## config.mk

```make
export PLATFORM = sky130hd
export DESIGN_NAME = vram_arbiter
export DESIGN_NICKNAME = d
export VERILOG_FILES = /design/src/rtl/vram_pkg.sv /design/src/rtl/vram_fill_seq.sv /design/src/rtl/vram_arbiter.sv
export SDC_FILE = /design/constraint.sdc
export NUM_CORES = 1
export LEC_CHECK = 0
export ABC_AREA = 1
export ABC_CLOCK_PERIOD_IN_PS = 7600
export CAP_MARGIN = 15
export CORE_UTILIZATION = 49
export DETAILED_ROUTE_END_ITERATION = 8
export GPL_TIMING_DRIVEN = 0
export PLACE_DENSITY_LB_ADDON = 0.3
export SYNTH_ARGS = -nofsm -noshare
export SYNTH_HDL_FRONTEND = slang
export SYNTH_SLANG_ARGS = --single-unit
```

## constraint.sdc

```tcl
create_clock -name clock -period 7.6 [get_ports clock]
set_input_delay 1.52 -clock clock [delete_from_list [all_inputs] [get_ports clock]]
set_output_delay 1.52 -clock clock [all_outputs]
set_load 0.01 [all_outputs]
```

## src/rtl/vram_pkg.sv

```systemverilog
// Shared VRAM definitions: fill FSM states, round-robin select and byte-enable constants.
package vram_pkg;

    typedef enum logic {
        ST_IDLE,
        ST_FILL
    } fill_state_e;

    typedef enum logic {
        RR_CPU,
        RR_DMA
    } rr_sel_e;

    localparam logic [3:0] BE_FULL = 4'hF;

endpackage

```

## src/rtl/vram_fill_seq.sv

```systemverilog
// Fill sequencer: latches a base/count/value job and walks the address range one
// write per granted slot, wrapping modulo 2^AW.
module vram_fill_seq
    import vram_pkg::*;
#(
    parameter int AW = 14,
    parameter int DW = 32
) (
    input  logic          clock,
    input  logic          reset,
    input  logic          start,
    input  logic [AW-1:0] base,
    input  logic [AW:0]   count,
    input  logic [DW-1:0] value,
    input  logic          issue,
    output logic          busy,
    output logic [AW-1:0] addr,
    output logic [DW-1:0] data,
    output logic          done
);

    fill_state_e   state_q;
    fill_state_e   state_d;
    logic [AW:0]   remain_q;
    logic          load;
    logic          last;
    logic          last_q;

    always_comb begin
        state_d = state_q;
        load    = 1'b0;
        last    = 1'b0;
        if (state_q == ST_IDLE) begin
            if (start && (count != '0)) begin
                state_d = ST_FILL;
                load    = 1'b1;
            end
        end else begin
            if (issue && (remain_q == (AW+1)'(1))) begin
                state_d = ST_IDLE;
                last    = 1'b1;
            end
        end
    end

    // Done trails the final write by one edge so it never overlaps the last mem_wren cycle.
    always_ff @(posedge clock or posedge reset) begin
        if (reset) begin
            state_q  <= ST_IDLE;
            addr     <= '0;
            remain_q <= '0;
            data     <= '0;
            last_q   <= 1'b0;
            done     <= 1'b0;
        end else begin
            state_q <= state_d;
            last_q  <= last;
            done    <= last_q;
            if (load) begin
                addr     <= base;
                remain_q <= count;
                data     <= value;
            end else if (issue && (state_q == ST_FILL)) begin
                addr     <= addr + AW'(1);
                remain_q <= remain_q - (AW+1)'(1);
            end
        end
    end

    assign busy = (state_q == ST_FILL);

endmodule

```

## src/rtl/vram_arbiter.sv

```systemverilog
// VRAM port arbiter: CPU/DMA round-robin with a lowest-priority fill engine,
// a registered memory command stage and a two-edge read-return pipeline.
module vram_arbiter
    import vram_pkg::*;
#(
    parameter int AW = 14,
    parameter int DW = 32
) (
    input  logic          clock,
    input  logic          reset,
    input  logic          cpu_req,
    input  logic          cpu_we,
    input  logic [3:0]    cpu_be,
    input  logic [AW-1:0] cpu_addr,
    input  logic [DW-1:0] cpu_wdata,
    output logic          cpu_ack,
    output logic          cpu_rvalid,
    input  logic          dma_req,
    input  logic          dma_we,
    input  logic [AW-1:0] dma_addr,
    input  logic [DW-1:0] dma_wdata,
    output logic          dma_ack,
    output logic          dma_rvalid,
    output logic [DW-1:0] rdata,
    input  logic          fill_start,
    input  logic [AW-1:0] fill_base,
    input  logic [AW:0]   fill_count,
    input  logic [DW-1:0] fill_value,
    output logic          fill_busy,
    output logic          fill_done,
    output logic [AW-1:0] mem_addr,
    output logic [3:0]    mem_wren,
    output logic [DW-1:0] mem_wdata,
    input  logic [DW-1:0] mem_q
);

    rr_sel_e       rr_last_q;
    logic          cpu_elig;
    logic          dma_elig;
    logic          gnt_cpu;
    logic          gnt_dma;
    logic          gnt_fill;
    logic [AW-1:0] fill_addr;
    logic [DW-1:0] fill_data;
    logic [1:0]    vld_p0;
    logic [1:0]    vld_p1;

    // A requester whose ack is showing this cycle is not eligible again until the next edge.
    assign cpu_elig = cpu_req & ~cpu_ack;
    assign dma_elig = dma_req & ~dma_ack;

    always_comb begin
        gnt_cpu = cpu_elig;
        gnt_dma = dma_elig;
        if (cpu_elig && dma_elig) begin
            gnt_cpu = (rr_last_q == RR_DMA);
            gnt_dma = (rr_last_q == RR_CPU);
        end
    end

    assign gnt_fill = fill_busy & ~cpu_elig & ~dma_elig;

    vram_fill_seq #(
        .AW(AW),
        .DW(DW)
    ) u_fill_seq (
        .clock (clock),
        .reset (reset),
        .start (fill_start),
        .base  (fill_base),
        .count (fill_count),
        .value (fill_value),
        .issue (gnt_fill),
        .busy  (fill_busy),
        .addr  (fill_addr),
        .data  (fill_data),
        .done  (fill_done)
    );

    // Stage p0: command issue; DMA as last winner means CPU is favoured out of reset.
    always_ff @(posedge clock or posedge reset) begin
        if (reset) begin
            cpu_ack   <= 1'b0;
            dma_ack   <= 1'b0;
            rr_last_q <= RR_DMA;
            mem_addr  <= '0;
            mem_wren  <= '0;
            mem_wdata <= '0;
            vld_p0    <= '0;
        end else begin
            cpu_ack  <= gnt_cpu;
            dma_ack  <= gnt_dma;
            mem_wren <= '0;
            vld_p0   <= {gnt_dma & ~dma_we, gnt_cpu & ~cpu_we};
            if (gnt_cpu) begin
                rr_last_q <= RR_CPU;
                mem_addr  <= cpu_addr;
                if (cpu_we) begin
                    mem_wren  <= cpu_be;
                    mem_wdata <= cpu_wdata;
                end
            end else if (gnt_dma) begin
                rr_last_q <= RR_DMA;
                mem_addr  <= dma_addr;
                if (dma_we) begin
                    mem_wren  <= BE_FULL;
                    mem_wdata <= dma_wdata;
                end
            end else if (gnt_fill) begin
                mem_addr  <= fill_addr;
                mem_wren  <= BE_FULL;
                mem_wdata <= fill_data;
            end
        end
    end

    // Stage p1/p2: wait out the memory's registered read, then capture mem_q.
    always_ff @(posedge clock or posedge reset) begin
        if (reset) begin
            vld_p1     <= '0;
            cpu_rvalid <= 1'b0;
            dma_rvalid <= 1'b0;
            rdata      <= '0;
        end else begin
            vld_p1     <= vld_p0;
            cpu_rvalid <= vld_p1[0];
            dma_rvalid <= vld_p1[1];
            if (|vld_p1) begin
                rdata <= mem_q;
            end
        end
    end

endmodule

```

Word-level counts from Yosys, hierarchy flattened
Cells that the tools add are included.
{"block": "word_totals", "reg_bits": 155, "output_inout_bits": 88, "elab_cells": 72}
{"block": "op_classes", "add_sub_neg": 2, "eq_ne": 3, "n_mux": 27, "bitwise_logic": 13, "n_reduce_logical": 10}
{"operator": "32-bit 2-to-1 mux", "count": 5}
{"operator": "14-bit 2-to-1 mux", "count": 5}
{"operator": "15-bit 2-to-1 mux", "count": 2}
{"operator": "4-bit 2-to-1 mux", "count": 5}
{"operator": "15-bit by 1-bit equality test with 1-bit output, second input constant", "count": 1}
{"operator": "15-bit nonzero test", "count": 1}
{"operator": "15-bit by 1-bit subtractor with 15-bit output, second input constant", "count": 1}
{"operator": "14-bit by 1-bit adder with 14-bit output, second input constant", "count": 1}
{"operator": "1-bit 2-to-1 mux", "count": 10}
{"operator": "1-bit NOT", "count": 7}
{"operator": "1-bit bitwise AND", "count": 6}
{"operator": "1-bit logical AND", "count": 4}
{"operator": "2-bit nonzero test", "count": 2}
{"operator": "3-bit != test, second input constant", "count": 1}
{"operator": "3-bit AND reduction", "count": 1}
{"operator": "3-bit nonzero test", "count": 1}
{"operator": "2-bit != test, second input constant", "count": 1}
{"operator": "2-bit OR reduction", "count": 1}

Longest topological paths before layout
Gate-level depths: netlist of the first run.
{"block": "logic_depth", "ltp_word": 8, "mapped_depth": 12}

Hierarchy
A second synthesis of the first run with hierarchy kept.
{"block": "unflattened", "hier_cells": 1060, "hier_area_um2": 8031.5}
{"module": "vram_arbiter", "instances": 1, "cells_per_inst": 614, "area_each_um2": 4752.1}
{"module": "vram_fill_seq", "instances": 1, "cells_per_inst": 446, "area_each_um2": 3279.4}

Worst setup path after synthesis of the first run
Ideal clock, no wire load.
{"block": "synth_timing", "path_kind": "input port to flip-flop", "startpoint": "in dma_req", "endpoint": "reg mem_addr[0]", "arrival_time_ns": 2.341, "t_required_ns": 7.467, "setup_slack_ns": 5.126, "cell_stages": 8, "cell_sequence": "nand2_2 > inv_4 > nand2_2 > nand2_2 > buf_4 > buf_2 > o21ai_0 > o22ai_1"}
{"block": "synth_via", "elab_chain_cells": 5, "elab_cells_between_ends": 9, "cone_classes": "mux (4); bitwise (3); reduce/logical (2)"}
{"item": "start, declared", "line": "vram_arbiter.sv:18", "text": "input logic dma_req,"}
{"item": "1-bit bitwise AND (*)", "line": "vram_arbiter.sv:50", "text": "assign dma_elig = dma_req & ~dma_ack;"}
{"item": "1-bit logical AND", "line": "vram_arbiter.sv:55", "text": "if (cpu_elig && dma_elig) begin"}
{"item": "1-bit 2-to-1 mux", "line": "vram_arbiter.sv:55"}
{"item": "14-bit 2-to-1 mux", "line": "vram_arbiter.sv:102", "text": "end else if (gnt_dma) begin"}
{"item": "14-bit 2-to-1 mux", "line": "vram_arbiter.sv:95", "text": "if (gnt_cpu) begin"}
{"item": "end signal, assigned", "line": "vram_arbiter.sv:97", "text": "mem_addr <= cpu_addr;"}
{"item": "end signal, assigned", "line": "vram_arbiter.sv:104", "text": "mem_addr <= dma_addr;"}
{"item": "end signal, assigned", "line": "vram_arbiter.sv:110", "text": "mem_addr <= fill_addr;"}
{"item": "end, declared", "line": "vram_arbiter.sv:31", "text": "output logic [AW-1:0] mem_addr,"}
Mark *: on every way between the ends. The rest lies on a longest branch, timed or not.
A chain may end at the register's enable or synchronous reset.

Worst setup path after layout of the first run
{"block": "layout_timing", "startpoint": "in dma_req", "endpoint": "reg mem_wren[0]"}
{"block": "layout_via", "elab_chain_cells": 6, "elab_cells_between_ends": 9, "cone_classes": "mux (5); bitwise (3); reduce/logical (1)"}
{"item": "1-bit bitwise AND (*)", "line": "vram_arbiter.sv:50"}
{"item": "1-bit NOT", "line": "vram_arbiter.sv:61", "text": "assign gnt_fill = fill_busy & ~cpu_elig & ~dma_elig;"}
{"item": "1-bit bitwise AND", "line": "vram_arbiter.sv:61"}
{"item": "4-bit 2-to-1 mux", "line": "vram_arbiter.sv:109", "text": "end else if (gnt_fill) begin"}
{"item": "4-bit 2-to-1 mux", "line": "vram_arbiter.sv:102"}
{"item": "4-bit 2-to-1 mux (*)", "line": "vram_arbiter.sv:95"}
{"item": "end signal, assigned", "line": "vram_arbiter.sv:99", "text": "mem_wren <= cpu_be;"}
{"item": "end, declared", "line": "vram_arbiter.sv:32", "text": "output logic [3:0] mem_wren,"}
Marked as above.

==> results of run 1 <==
==> metrics by stage <==
step	worst slack, ns	TNS (ns)	utilization [%]	instance area (sq um)	instances
after global placement	-0.198	-27.54	70.0	11200	1503
after floorplan	1.90	0	-	8060	1004
after detailed placement	4.24	0	70.2	11200	1504
after CTS	4.60	0	74.0	11800	1536
final	4.58	0	74.0	11800	1537
after global routing	4.53	0	74.0	11800	1536
==> cells in the final DEF (no fill, tap or decap), types with 2 or more instances in the layout <==
cell type        synthesis  final
nand2_2                  5      5
mux2_2                  32     32
or2_2                   16     16
o22ai_1                 14     14
dfrtp_1                154    154
clkbuf_16                0     17
buf_4                   12     12
inv_1                   99     98
o21ai_1                  2      2
nand2_1                282    282
buf_2                   21     21
bufinv_16                0      2
nor3_1                   3      3
clkbuf_1                14     14
clkdlybuf4s50_1          0    283
nand3_1                124    124
inv_6                    0      6
nor2_4                   2      2
nand2_4                  3      3
nor2_1                  76     76
ha_1                     3      3
clkinvlp_4               0      4
nand3b_1                38     38
buf_6                    8      8
a21oi_1                 52     52
o21ai_0                 31     31
nand4_1                  4      4
==> metal layers <==
metal  track usage [%]  wire length (microns)  up-vias  part of all wire [%]
met4              14.3                    903        2                   3.4
met1              37.6                  10300     3769                    39
met5                 0                     16        -                 0.060
met2              54.5                  13200      325                    50
met3              7.75                   2190       68                   8.2
li1                  -                      -     3825                     -
==> kinds of logic after synthesis <==
| logic type | count (synthesis) |
|---|---|
| AOI/OAI and AO/OA | 101 |
| adders and majority gates | 3 |
| buffers and inverters | 156 |
| DFF | 155 |
| muxes | 32 |
| and+or+nand+nor | 557 |
==> power by group <==
group	total [W]	internal, W	switching, W
sequential	0.00135	0.00116	0.000193
clock	0.000878	0.000500	0.000379
combinational	0.00160	0.000761	0.000835
==> Yosys cell counts <==
master / n / area, sq um
mux2_2: 32 / 360
nor2_2: 1 / 6.26
dfstp_2: 1 / 26.3
inv_2: 1 / 3.75
ha_1: 3 / 37.5
nor2_4: 2 / 22.5
a31oi_1: 1 / 6.26
dfrtp_1: 154 / 3850
clkbuf_1: 14 / 52.6
nand2_1: 282 / 1060
buf_2: 21 / 105
nand3_2: 1 / 10.0
nor2_1: 76 / 285
inv_1: 99 / 372
nor2_8: 1 / 20.0
o21ai_1: 2 / 10.0
nand4_1: 4 / 25.0
buf_4: 12 / 90.1
nand3b_4: 1 / 20.0
o211ai_1: 1 / 7.51
or2_2: 16 / 100
nand2_2: 5 / 31.3
a21oi_1: 52 / 260
buf_6: 8 / 90.1
nand3b_1: 38 / 285
inv_4: 1 / 6.26
nor3_1: 3 / 15.0
o22ai_1: 14 / 87.6
nand2_4: 3 / 33.8
nand3_1: 124 / 621
o21ai_0: 31 / 155
==> path summary, 6_finish.rpt <==
kind	cells past startpoint	slack, ns	startpoint	endpoint
min	0	0.35	vld_p0[1]	vld_p1[1]
min in group asynchronous	2	1.57	reset	rdata[17]
min reg2reg	0	0.35	vld_p0[1]	vld_p1[1]
max in group asynchronous	3	5.15	reset	u_fill_seq.data[24]
max reg2reg	7	5.76	dma_ack	mem_wren[0]
max	7	4.58	dma_req	mem_wren[0]
==> area by class of cell <==
cell class                 count  area share, %
sequential                   155           32.9
multi-input combinational    693           29.3
timing repair buffer         284           24.3
clock buffer                  18           3.72
inverter                     101           3.28
buffer                        55           2.86
tap                          216           2.29
clock inverter                14           1.35
antenna                        1         0.0212
==> flip-flops by register name, indices dropped and copies added (netlist names), 2 cells and up <==
name / count
mem_addr: 14
vld_p0: 2
u_fill_seq.remain_q: 15
u_fill_seq.addr: 14
mem_wren: 4
u_fill_seq.data: 32
vld_p1: 2
mem_wdata: 32
rdata: 32
==> worst max-delay path: cells and delay by family <==
family,cells,cell delay (ns)
buf+inv,3,1.16
simple gates,4,0.64
==> run metrics, run 1 <==
fin crit share 39.7%; CTS clk-pin slew, worst paths 0.07 ns; YS warnings 0; fillers 1,181; largest net degree at the start of global routing 86; Mean Syn Cell Area 8.03 sq um; Slew @ Worst Pin 0.684 ns; Tightest Hold Check Type register to register; worst skew pair latency 0.44 ns; CTS buffer count 17; Die Area 17,000 sq um; Post-CTS Hold Fix Bufs 0; main combinational cell family by area after synthesis simple AND/OR/NAND/NOR gates; crit path cell chain clkdlybuf4s50_1 -> nand2_2 -> nand3_1 -> clkbuf_1 -> nand2_1 -> inv_1 -> nand2_1; fmax 331 MHz; CP max stage cell clkdlybuf4s50_1; synthesized flop and latch total 155; synth unique cells 31; XOR/XNOR share of the synthesized area 0%; CTS tree yes; Max Slew Vio Count 0; routability congestion estimate 0.859; number of global-route vias before repair 7,764; Total Power 0.00382 W; cts repair resizes 0; via/cell ratio 5.20; Root Driver clkbuf_16; final setup fails 0; clock period minus worst slack 3.02 ns; chip width 130 microns; Post-Syn Instances 1,004; max-cap violations 0; Worst Path Arrival 3.33 ns; DRT Wirelength 26.6 mm; Adder-Cell Fraction of Synth Area 0.466%; Layout Area Growth over Synthesis 46.4%; Final Hold Viols 0; area share of and/or/nand/nor cells after synthesis 31.4%; clock sink count 155; Starting Density 50.5%; row cnt 46; sequential-to-total area share from yosys stat 48.2%; Vias 7,989; setup bufs post-CTS 0; io pins 284; final layout net count 1,506; buffers added on ports 283; H-tree lvl count 4; initial antenna violation count 1; register area 3880 sq um; Post-DRT Antenna Nets 0; per-cell routed wire length 17.3 microns; WS Path Type primary input to register; WP data required 7.92 ns; complex-gate fraction of the synthesized area 6.54%; Core ar. 15,900 sq um; GRT overflow 0; multiplexer share of the synthesized area 4.47%; RSZ-0062 raised after global routing false; CTS Buffer Depth 2; CP peak stage delay 0.50 ns; GRT Total Usage 31.8%; mapped cell area 8060 sq um; worst hold margin 0.347 ns; multi-input logic area 3460 sq um; layout cell share with drive strength beyond 1 10.6%; 1st-iter DRT viols 515; CP Max Fanout 10; P per Cell Area 324 nW/um^2; syn_nets 1,203; crit path launch type primary input; Detailed Place HPWL 19.7 mm; leakage 5.58 nW; DRC viols 0; first-pass GRT wire length 40.6 mm; skew final 0.0110 ns; outcome finished, final reports clean; Die Ht 130 microns; DR pass1 iterations 5; Crit. End Element register; most frequent CP cell nand2_1; normalized max-slew margin 54.4%; VDD IR max 0.180 mV
Note: power is estimated with default switching activity, not from simulation.
==> inputs of run 2 (changes only) <==
--- a/config.mk
+++ b/config.mk
@@ -6,9 +6,9 @@
 export NUM_CORES = 1
 export LEC_CHECK = 0
 export ABC_AREA = 1
-export ABC_CLOCK_PERIOD_IN_PS = 7600
+export ABC_CLOCK_PERIOD_IN_PS = 2900
 export CAP_MARGIN = 15
-export CORE_UTILIZATION = 49
+export CORE_UTILIZATION = 46
 export DETAILED_ROUTE_END_ITERATION = 8
 export GPL_TIMING_DRIVEN = 0
 export PLACE_DENSITY_LB_ADDON = 0.3
==> constraint.sdc (replaced) <==
create_clock -name clock -period 2.9 [get_ports clock]
set_input_delay 0.58 -clock clock [delete_from_list [all_inputs] [get_ports clock]]
set_output_delay 0.58 -clock clock [all_outputs]
set_load 0.01 [all_outputs]
==> run metrics, run 2 (synthesized netlist as in run 1, its figures left out) <==
row cnt 48 (+4.3%); layout cell share with drive strength beyond 1 10.8% (+0.20 points); final setup fails 0 (unchanged); io pins 284 (unchanged); GRT Total Usage 28.8% (-2.9 points); Antenna Cells 0 (-1); post-route cell area 11,900 sq um (+0.74%); cts repair resizes 0 (unchanged); CTS buffer count 17 (unchanged); most frequent cells in the layout 283 x clkdlybuf4s50_1, 282 x nand2_1, 154 x dfrtp_1; most common cell after layout, fill and taps aside clkdlybuf4s50_1; CP Max Fanout 10 (unchanged); DRC viols 1 (+1); CTS tree yes; Worst Path Arrival 2.44 ns (-0.89 ns); violated checks DRC; clock period minus worst slack 2.14 ns; fillers 1,403 (+19%); WS Path Type primary input to register; via/cell ratio 5.09 (-2.2%); Starting Density 46.9% (-3.6 points); Die Area 18,000 sq um (+6.4%); WP data required 3.20 ns (-4.72 ns); Vias 7,872 (-1.5%); chip width 134 microns (+3.2%); Post-DRT Antenna Nets 0 (unchanged); CTS clk-pin slew, worst paths 0.07 ns (about the same); normalized max-slew margin 61.1% (+6.7 points); clock sink count 155 (unchanged); number of global-route vias before repair 7,676 (-1.1%); H-tree lvl count 4 (unchanged); Max Slew Vio Count 0 (unchanged); Post-CTS Hold Fix Bufs 0 (unchanged); Core ar. 17,200 sq um (+7.7%); worst skew pair latency 0.43 ns (about the same); skew final 0.00909 ns (-0.00190 ns); CTS Buffer Depth 2 (unchanged); leakage 5.62 nW (+0.71%); max-cap violations 0 (unchanged); Root Driver clkbuf_16; fin crit share 73.8%; Detailed Place HPWL 19.7 mm (-0.31%); DRT Wirelength 25.7 mm (-3.5%); placed cell count 1,516 (+0.80%); Die Ht 134 microns (+3.2%); initial antenna violation count 0 (-1); GRT overflow 0 (unchanged); 1st-iter DRT viols 525 (+1.9%); largest net degree at the start of global routing 40 (-53%); placed cell area 11,300 sq um (+0.56%); Slew @ Worst Pin 0.582 ns (-0.102 ns); Tightest Hold Check Type register to register; fmax 467 MHz; final layout net count 1,509 (+0.20%); crit path launch type primary input; RSZ-0062 raised after global routing false; first-pass GRT wire length 40.0 mm (-1.4%); buffers added on ports 283 (unchanged); setup bufs post-CTS 0 (unchanged); per-cell routed wire length 16.6 microns (-4.2%); Top Registers mem_wdata x32, rdata x32, u_fill_seq.data x32; Final Hold Viols 0 (unchanged); DR pass1 iterations 7 (+2); P per Cell Area 845 nW/um^2 (+160%); VDD IR max 0.527 mV (+190%); routability congestion estimate 0.867 (+0.91%); outcome finished, violations left; Layout Area Growth over Synthesis 47.5%; Crit. End Element register; worst hold margin 0.363 ns (+0.0152 ns); final std cells w/o fill 1,548 (+0.72%)
## run 2: changes by cell type in the layout (fill, tap and decap cells not counted), sizes merged
| cell | delta |
|---|---|
| buf | +3 |
| clkbuf | -1 |
| bufinv | +1 |
| diode | -1 |
| inv | +2 |
| clkinv | -1 |
| clkinvlp | -1 |
## run 2: worst paths after layout
path | start | end | slack [ns] | cells after the start
min reg2reg | u_fill_seq.last_q | u_fill_seq.done | 0.36 | 0
min | u_fill_seq.last_q | u_fill_seq.done | 0.36 | 0
min in group asynchronous | reset | rdata[17] | 0.56 | 2
max reg2reg | dma_ack | mem_wren[0] | 0.99 | 7
max in group asynchronous | reset | mem_wdata[19] | 1.29 | 5
max | dma_req | mem_wren[0] | 0.76 | 7
## run 2: layout make-up
type / instances / area, sq um / area share, %
Buffer: 55 / 338 / 2.84
Clock buffer: 17 / 425 / 3.58
Clock inverter: 15 / 200 / 1.68
Inverter: 101 / 385 / 3.24
Multi-Input combinational cell: 693 / 3460 / 29.1
Sequential cell: 155 / 3880 / 32.7
Tap cell: 225 / 282 / 2.37
Timing Repair Buffer: 287 / 2910 / 24.5
## run 2: layer usage
layer	track usage (%)	share of wire (%)	up-vias
li1	-	-	3838
met1	36.4	43	3677
met2	49.3	49	312
met3	5.22	6.3	45
met4	10.4	2.3	0
met5	0	0	-
## run 2: per-stage QoR
stage | setup WS (ns) | power (W) | setup TNS (ns) | util, %
6_report | 0.759 | 0.0100 | 0 | 69.2
5_1_grt | 0.700 | 0.0107 | 0 | 69.2
4_1_cts | 0.817 | 0.0101 | 0 | 69.2
3_5_place_dp | 0.418 | 0.00766 | 0 | 65.5
3_3_place_gp | -1.01 | 0.00751 | -153.97 | 65.1
2_1_floorplan | 0.362 | 0.00574 | 0 | -
## run 2: power breakdown
part	leakage [nW]	switching [W]	internal [W]
sequential	1.79	0.000499	0.00303
clock	0.302	0.000997	0.00139
combinational	3.52	0.00213	0.00200
total	5.62	0.00362	0.00642
## run 2: worst max-delay path: stages
cell             delay [ns]
clkdlybuf4s50_1        0.51
nand2_2                0.17
nand3_1                0.22
clkbuf_1               0.48
nand2_1                0.23
inv_1                  0.18
nand2_1                0.08
==> inputs of run 3 (changes only) <==
--- a/config.mk
+++ b/config.mk
@@ -6,9 +6,9 @@
 export NUM_CORES = 1
 export LEC_CHECK = 0
 export ABC_AREA = 1
-export ABC_CLOCK_PERIOD_IN_PS = 2900
+export ABC_CLOCK_PERIOD_IN_PS = 1820
 export CAP_MARGIN = 15
-export CORE_UTILIZATION = 46
+export CORE_UTILIZATION = 41
 export DETAILED_ROUTE_END_ITERATION = 8
 export GPL_TIMING_DRIVEN = 0
 export PLACE_DENSITY_LB_ADDON = 0.3
==> constraint.sdc (replaced) <==
create_clock -name clock -period 1.82 [get_ports clock]
set_input_delay 0.364 -clock clock [delete_from_list [all_inputs] [get_ports clock]]
set_output_delay 0.364 -clock clock [all_outputs]
set_load 0.01 [all_outputs]
==> run metrics, run 3 (synthesized netlist as in run 1, its figures left out) <==
fmax 570 MHz; Worst Path Arrival 1.39 ns (-1.05 ns); Antenna Cells 0 (unchanged); setup bufs post-CTS 0 (unchanged); most common cell after layout, fill and taps aside nand2_1; VDD IR max 0.684 mV (+30%); DRC viols 0 (-1); multi-input logic area 3470 sq um (+0.29%); io pins 284 (unchanged); Sum Neg Setup Slack 0 ns (unchanged); worst skew pair latency 0.42 ns (about the same); final std cells w/o fill 1,583 (+2.3%); number of global-route vias before repair 7,662 (-0.18%); Crit. End Element primary output; layout cell share with drive strength beyond 1 11.0% (+0.15 points); Detailed Place HPWL 19.9 mm (+1.2%); first-pass GRT wire length 39.8 mm (-0.52%); Post-DRT Antenna Nets 0 (unchanged); Starting Density 42.5% (-4.4 points); CTS Buffer Depth 2 (unchanged); clock sink count 155 (unchanged); register area 3880 sq um (about the same); CTS tree yes; GRT overflow 0 (unchanged); largest net degree at the start of global routing 42 (+5.0%); Slew @ Worst Pin 0.592 ns (+0.0103 ns); DR pass1 iterations 5 (-2); CP peak stage delay 0.62 ns (+0.11 ns); skew final 0.0128 ns (+0.00374 ns); Die Ht 142 microns (+5.8%); leakage 5.63 nW (+0.14%); Setup WS pre-CTS -0.453 ns (-0.871 ns); row cnt 50 (+4.2%); crit-path leading delay family buffers and inverters; CP Max Fanout 2 (-8); Final Hold Viols 0 (unchanged); Die Area 20,200 sq um (+12%); per-cell routed wire length 16.2 microns (-2.4%); max-cap violations 0 (unchanged); worst hold margin 0.331 ns (-0.0311 ns); WS Path Type register to primary output; critical path buffer and inverter count 1 (-2); WP data required 1.46 ns (-1.74 ns); final setup margin 0.0647 ns (-0.694 ns); 1st-iter DRT viols 414 (-21%); Max Slew Vio Count 0 (unchanged); Vias 7,821 (-0.65%); CP max stage cell clkdlybuf4s50_1; Core ar. 19,000 sq um (+10%); H-tree lvl count 4 (unchanged); DRT Wirelength 25.7 mm (-0.14%); final setup fails 0 (unchanged); final layout net count 1,509 (unchanged); Tightest Hold Check Type primary input to async pin; Top Registers mem_wdata x32, rdata x32, u_fill_seq.data x32; P per Cell Area 1320 nW/um^2 (+57%); CTS buffer count 17 (unchanged); GRT Total Usage 25.8% (-3.0 points); Layout Area Growth over Synthesis 47.8%; fillers 1,697 (+21%); most frequent cells in the layout 282 x nand2_1, 281 x clkdlybuf4s50_1, 153 x dfrtp_1; outcome finished, final reports clean; fin crit share 96.4%; chip width 142 microns (+5.8%); RSZ-0062 raised after global routing false; crit path launch type register; via/cell ratio 4.94 (-2.8%); initial antenna violation count 0 (unchanged); CTS clk-pin slew, worst paths 0.07 ns (about the same); normalized max-slew margin 60.4% (-0.75 points); routability congestion estimate 0.898 (+3.6%); placed cell count 1,551 (+2.3%); clock period minus worst slack 1.76 ns; buffers added on ports 283 (unchanged); crit path cell chain clkdlybuf4s50_1; Root Driver clkbuf_16
run 3: cell types whose count changed in the layout (fill, tap and decap cells not counted), moves of 2 or more:
cell and delta:
dlymetal6s2s_1 +2, nand2_4 +2, nand2_2 -2, clkdlybuf4s50_1 -2
clkbuf_2 +3
run 3: worst register-to-register path, stage by stage (launching register included):
cell,delay (ns)
dfrtp_1,0.39
inv_1,0.11
nand3_1,0.12
nor2_1,0.48
inv_1,0.17
o21ai_0,0.19
nand3_1,0.09
nand3_1,0.07
run 3: final timing paths:
| check | startpoint | to | slack (ns) | depth (start not counted) |
|---|---|---|---|---|
| max reg2reg | u_fill_seq.remain_q[0] | u_fill_seq.remain_q[9] | 0.12 | 7 |
| min in group clock | vld_p0[0] | vld_p1[0] | 0.35 | 0 |
| max | mem_addr[7] | mem_addr[7] | 0.06 | 1 |
| max in group asynchronous | reset | cpu_ack | 0.65 | 4 |
| min reg2reg | vld_p0[0] | vld_p1[0] | 0.35 | 0 |
| min | reset | mem_addr[11] | 0.33 | 2 |
run 3: per-stage QoR:
step                      util (%)  instance area (sq um)  total power, W
after floorplan                  -                   8060         0.00915
after global placement        59.2                  11200          0.0120
after detailed placement      59.6                  11300          0.0122
after CTS                     62.7                  11900          0.0159
after global routing          62.8                  11900          0.0169
final                         62.8                  11900          0.0158
run 3: per-layer routing:
metal	vias to the layer above	share of wire, %	track usage, %
met5	-	0	0
met4	0	2.8	9.85
met3	45	6.5	4.88
met2	311	48	43.5
met1	3621	42	32.9
li1	3844	-	-
run 3: report_power, final:
group / leakage (nW) / switching, W / internal [W]
registers: 1.79 / 0.000765 / 0.00483
clock network: 0.279 / 0.00153 / 0.00206
logic: 3.56 / 0.00340 / 0.00319
total: 5.63 / 0.00569 / 0.0101
run 3: layout make-up:
type / instances / share of cell area (%)
multi-input cells: 693 / 29.1
well taps: 260 / 2.73
inverters: 101 / 3.26
plain buffers: 55 / 2.87
repair buffers: 287 / 24.5
clock buffers: 19 / 3.63
clock inverters: 13 / 1.32
flip-flops and latches: 155 / 32.6
run 3: repair_timing:
item	in CTS	in global routing
resized for setup	2	9
hold buffers	0	0
gates cloned	0	0
endpoints found under the setup margin	5	32
